--- config.mk ---
export PLATFORM = sky130hd
export DESIGN_NAME = mul_arbiter
export DESIGN_NICKNAME = d
export VERILOG_FILES = /design/src/rtl/mul_arbiter.sv
export SDC_FILE = /design/constraint.sdc
export NUM_CORES = 1
export LEC_CHECK = 0
export ABC_AREA = 1
export CELL_PAD_IN_SITES_DETAIL_PLACEMENT = 0
export CELL_PAD_IN_SITES_GLOBAL_PLACEMENT = 1
export CORE_AREA = 2 2 257 259
export CTS_CLUSTER_SIZE = 8
export DETAILED_ROUTE_END_ITERATION = 6
export DIE_AREA = 0 0 259 261
export PLACE_DENSITY = 0.65
export SLEW_MARGIN = 40
export SYNTH_ARGS = -nofsm -noshare
export SYNTH_HDL_FRONTEND = slang
export SYNTH_SLANG_ARGS = --single-unit
--- constraint.sdc ---
create_clock -name clk -period 1.35 [get_ports clk]
set_input_delay 0.3375 -clock clk [delete_from_list [all_inputs] [get_ports clk]]
set_output_delay 0.3375 -clock clk [all_outputs]
set_load 0.01 [all_outputs]
--- src/rtl/mul_arbiter.sv ---
// Round-robin front end for the shared 64x64 multiplier.
// Two requesters, start/wait/respond/clear sequencing, done watchdog.
module mul_arbiter #(
    parameter logic [7:0] TIMEOUT = 8'd128
) (
    input  logic         clk,
    input  logic         reset,
    input  logic         req0,
    input  logic         req1,
    input  logic [63:0]  a0,
    input  logic [63:0]  b0,
    input  logic [63:0]  a1,
    input  logic [63:0]  b1,
    output logic         ack0,
    output logic         ack1,
    output logic         rsp_valid0,
    output logic         rsp_valid1,
    input  logic         rsp_ready0,
    input  logic         rsp_ready1,
    output logic [127:0] rsp_result,
    output logic         rsp_err,
    output logic         busy,
    output logic         m_op_start,
    output logic         m_op_clear,
    output logic [63:0]  m_multiplicand,
    output logic [63:0]  m_multiplier,
    input  logic         m_op_done,
    input  logic [127:0] m_result
);

    typedef enum logic [2:0] {
        IDLE,
        START,
        WAIT,
        RESP,
        CLEAR
    } state_t;

    state_t         state;
    state_t         state_nxt;
    logic           gnt_id;
    logic           last_grant;
    logic           win;
    logic           wd_hit;
    logic [7:0]     wd_cnt;
    logic [63:0]    op_a;
    logic [63:0]    op_b;
    logic [127:0]   result_q;
    logic           err_q;

    // With both requesting, the one not served last wins
    assign win    = (req0 && req1) ? ~last_grant : req1;
    assign wd_hit = (wd_cnt == TIMEOUT - 8'd1);

    always_ff @(posedge clk) begin
        if (reset) begin
            state <= IDLE;
        end else begin
            state <= state_nxt;
        end
    end

    always_comb begin
        state_nxt  = state;
        ack0       = 1'b0;
        ack1       = 1'b0;
        m_op_start = 1'b0;
        m_op_clear = 1'b0;
        rsp_valid0 = 1'b0;
        rsp_valid1 = 1'b0;
        busy       = (state != IDLE);
        case (state)
            IDLE: begin
                if (req0 || req1) state_nxt = START;
            end
            START: begin
                m_op_start = 1'b1;
                ack0       = ~gnt_id;
                ack1       = gnt_id;
                state_nxt  = WAIT;
            end
            WAIT: begin
                if (m_op_done || wd_hit) state_nxt = RESP;
            end
            RESP: begin
                rsp_valid0 = ~gnt_id;
                rsp_valid1 = gnt_id;
                if (gnt_id ? rsp_ready1 : rsp_ready0) state_nxt = CLEAR;
            end
            CLEAR: begin
                m_op_clear = 1'b1;
                state_nxt  = IDLE;
            end
            default: state_nxt = IDLE;
        endcase
    end

    always_ff @(posedge clk) begin
        if (reset) begin
            gnt_id     <= 1'b0;
            last_grant <= 1'b1;
            wd_cnt     <= 8'd0;
            op_a       <= 64'd0;
            op_b       <= 64'd0;
            result_q   <= 128'd0;
            err_q      <= 1'b0;
        end else begin
            case (state)
                IDLE: begin
                    if (req0 || req1) begin
                        gnt_id     <= win;
                        last_grant <= win;
                        op_a       <= win ? a1 : a0;
                        op_b       <= win ? b1 : b0;
                    end
                end
                START: wd_cnt <= 8'd0;
                WAIT: begin
                    // done wins over a timeout landing on the same cycle
                    if (m_op_done) begin
                        result_q <= m_result;
                        err_q    <= 1'b0;
                    end else if (wd_hit) begin
                        result_q <= 128'd0;
                        err_q    <= 1'b1;
                    end else begin
                        wd_cnt <= wd_cnt + 8'd1;
                    end
                end
                default: ;
            endcase
        end
    end

    assign m_multiplicand = op_a;
    assign m_multiplier   = op_b;
    assign rsp_result     = result_q;
    assign rsp_err        = err_q;

endmodule
==> summary.md <==
| Metric | Value |
|---|---|
| Result of the run | finished, violations left |
| Violated checks | negative setup slack |
| Nets | 2570 |
| I/O pins | 655 |
| Clock edge transition at the registers on the reported setup and hold paths | 0.05 ns |
| Adder and majority gate portion of the synthesized area | 0.00119 |
| Setup repair after global routing missed its margin | yes |
| Post-route minimum period | 1.69 ns |
| Antenna-violating nets left | 0 |
| Total Negative Setup Slacks | -63.40 ns |
| Endpoint kind of the worst setup timing path | flop |
| Chip width | 259 um |
| Endpoint arrival time on the critical path | 2.16 ns |
| Worst-path maximum fanout | 6 |
| Dominant combinational cell family by area after synthesis | compound AO/OA/AOI/OAI gates |
| Starting Density | 0.162 |
| Post-route DRC | 0 |
| Number of nets in the synthesized netlist | 1791 |
| Number of buffers created by CTS | 41 |
| Worst hold margin | 0.255 ns |
| Number of placed cells counting well taps | 2895 |
| Seq cells post-synth | 270 |
| Slew headroom | 0.735 |
| Proportion of synthesized area in mux cells | 0 |
| Area share of the leading cell type in the synthesized netlist | 0.514 |
| Overall die area | 67600 um^2 |
| Final non-filler cell area | 25000 um^2 |
| Pwr dens | 1370 nW/um^2 |
| Sequential-to-total area share from yosys stat | 0.514 |
| Total wire length | 64.2 mm |
| Hold Fails Final Rpt | 0 |
| Critical path class | flop to flop |
| Vias in the first global route | 12900 |
| Setup violators final | 360 |
| Vias per cell | 4.38 |
| Number of standard cells in the final layout excluding fillers | 3055 |
| Core Region | 65000 um^2 |
| Dominant cells by area after synthesis | sky130_fd_sc_hd__dfxtp_1 (51%), sky130_fd_sc_hd__a21oi_1 (19%), sky130_fd_sc_hd__nand2_1 (15%) |
| Count of standard-cell rows | 94 |
| Worst setup margin | -0.339 ns |
| Number of distinct library cells after synthesis | 22 |
| Post-DP Area | 18600 um^2 |
| Largest net degree at the start of global routing | 56 |
| Slew at the pin closest to its max-slew limit | 0.398 ns |
| Fraction of the mapped netlist area in simple logic gates | 0.169 |
| Worst slack after detailed placement | -0.596 ns |
| Commonest cells after routing, fill and taps aside | sky130_fd_sc_hd__clkdlybuf4s50_1 (389), sky130_fd_sc_hd__buf_6 (281), sky130_fd_sc_hd__nand2_1 (270), sky130_fd_sc_hd__dfxtp_2 (252), sky130_fd_sc_hd__a21oi_2 (203) |
| Count of H-tree levels built during CTS | 2 |
| Worst R2R Setup Slack | -0.34 ns |
| Complex-gate fraction of the synthesized area | 0.251 |
| Iteration-0 DRC count of the detailed router | 757 |
| 1st-pass router iterations | 5 |
| HPWL after detailed placement | 38.3 mm |
| Latest clock arrival within the worst-skew pair | 0.56 ns |
| Gate count after technology mapping | 1399 |
| Via count | 13400 |
| Overflow left after global routing | 0 |
| Mean routed wirelength per cell | 21.0 um |
| Worst hold path type | input pin to flop |
| Synthesis warning total | 0 |
| Layout overhead on the synthesized area | 138% |
| Post-CTS Hold Buffers | 0 |
| Post-route clock period utilization | 1.25 |
| Post-synthesis instance area | 10500 um^2 |
| Mean instance size in the synthesized netlist | 7.52 um^2 |
| Worst IR drop on VDD | 0.000763 V |
| Die boundary height | 261 um |
| Total number of clock tree sinks | 270 |
| Fin. max-slew vios | 0 |
| IO buf count | 654 |
| Wire length of the first global-routing pass | 79.8 mm |
| Worst Skew | 0.0172 ns |
| Number of buffers on the longest clock path | 3 |
| Startpoint types | flop |
| Clock Root Buffer | sky130_fd_sc_hd__clkbuf_16 |
| Xor-xnor portion of the synthesized cell area | 0.000832 |
| Share of post-route cells with drive strength above 1 | 0.565 |
| Clock tree from TritonCTS | yes |
| Most common library cell in the layout ignoring fill and taps | sky130_fd_sc_hd__clkdlybuf4s50_1 |
| Maximum clock rate | 592 MHz |
| Required time worst endpoint | 1.82 ns |
| Post-synth top area cell | sky130_fd_sc_hd__dfxtp_1 |
| Static Leakage | 0.00943 uW |
| Initial antenna violation count | 3 |
| Global Route Usage Sum | 0.153 |
| Max-cap violation count | 0 |
| Final weighted congestion of routability-driven global placement | 0.857 |
## stage by stage
stage | power [uW] | utilization
2_1_floorplan | 13100 | -
3_3_place_gp | 18000 | 0.286
3_5_place_dp | 18100 | 0.286
4_1_cts | 30700 | 0.327
5_1_grt | 35600 | 0.384
6_report | 34200 | 0.384
## area by class of cell
cell class / count / area (um^2)
clock buffer: 48 / 1090
multi-input combinational: 991 / 6880
tap: 864 / 1080
clock inverter: 5 / 76.3
sequential: 270 / 5750
fill: 6414 / 40000
timing repair buffer: 845 / 9930
antenna: 3 / 7.51
inverter: 28 / 163
timing repair inverter: 1 / 20.0
## kinds of logic (layout without fill, tap and decap cells)
logic type,after synthesis,after routing
buf+inv,141,927
simple gates,461,464
compound gates,525,525
other cells,0,3
fa+ha+maj,1,1
flops,270,270
xor+xnor,1,1
## cell usage after synthesis
cell type / count
sky130_fd_sc_hd__a211oi_1: 1
sky130_fd_sc_hd__a21oi_1: 392
sky130_fd_sc_hd__a21oi_4: 1
sky130_fd_sc_hd__buf_1: 10
sky130_fd_sc_hd__buf_2: 39
sky130_fd_sc_hd__buf_4: 3
sky130_fd_sc_hd__buf_6: 12
sky130_fd_sc_hd__clkbuf_1: 49
sky130_fd_sc_hd__dfxtp_1: 270
sky130_fd_sc_hd__ha_1: 1
sky130_fd_sc_hd__inv_1: 25
sky130_fd_sc_hd__inv_2: 3
sky130_fd_sc_hd__nand2_1: 423
sky130_fd_sc_hd__nand2_2: 3
sky130_fd_sc_hd__nand3_1: 13
sky130_fd_sc_hd__nand4_1: 4
sky130_fd_sc_hd__nor2_1: 15
sky130_fd_sc_hd__nor2_4: 1
sky130_fd_sc_hd__nor3_1: 2
sky130_fd_sc_hd__o21ai_0: 130
sky130_fd_sc_hd__o21ai_1: 1
sky130_fd_sc_hd__xor2_1: 1
## per-layer routing
layer | track usage | up-vias | wire, um
met4 | 0.0520 | 0 | 1780
li1 | - | 6276 | -
met1 | 0.186 | 6507 | 27100
met3 | 0.0339 | 109 | 3840
met2 | 0.267 | 491 | 31500
met5 | 0 | - | 0
## final timing paths
check                                                 start                            end  cells after the start
worst max-delay path                  state[0]$_SDFFE_PP0P_  m_multiplier[63]$_SDFFE_PP0P_                      9
worst min-delay path                                  reset            gnt_id$_SDFFE_PP0P_                      3
worst max register to register        state[0]$_SDFFE_PP0P_  m_multiplier[63]$_SDFFE_PP0P_                      9
worst min register to register  rsp_result[20]$_SDFFE_PP0P_    rsp_result[20]$_SDFFE_PP0P_                      2
## critical path, cell delays in order (launching register included)
cell and delay, ns:
sky130_fd_sc_hd__dfxtp_4 0.37, sky130_fd_sc_hd__nor2_4 0.13, sky130_fd_sc_hd__nand2_4 0.09, sky130_fd_sc_hd__a21oi_4 0.14, sky130_fd_sc_hd__buf_12 0.17, sky130_fd_sc_hd__buf_16 0.17, sky130_fd_sc_hd__buf_12 0.15, sky130_fd_sc_hd__clkbuf_16 0.17
sky130_fd_sc_hd__o21ai_2 0.06, sky130_fd_sc_hd__a21oi_1 0.14
## registers in the layout, summed over array words and instances, names as in the netlist
| name | flops |
|---|---|
| rsp_result | 128 |
| m_multiplicand | 64 |
| m_multiplier | 64 |
| wd_cnt | 8 |
| state | 3 |
| gnt_id | 1 |
| last_grant | 1 |
| rsp_err | 1 |
## timing repair
action                                   CTS  global route
pin swaps                                 13            66
gates resized for setup                 1772           673
setup buffers                             17            26
gates cloned                              15            49
endpoints found under the setup margin   534           532
## power breakdown
| group | internal, uW | switching [uW] | total (uW) |
|---|---|---|---|
| clock | 5850 | 3910 | 9760 |
| sequential | 9370 | 1060 | 10400 |
| combinational | 7480 | 6510 | 14000 |
| total | 22700 | 11500 | 34200 |
(Power assumes the default switching activity.)
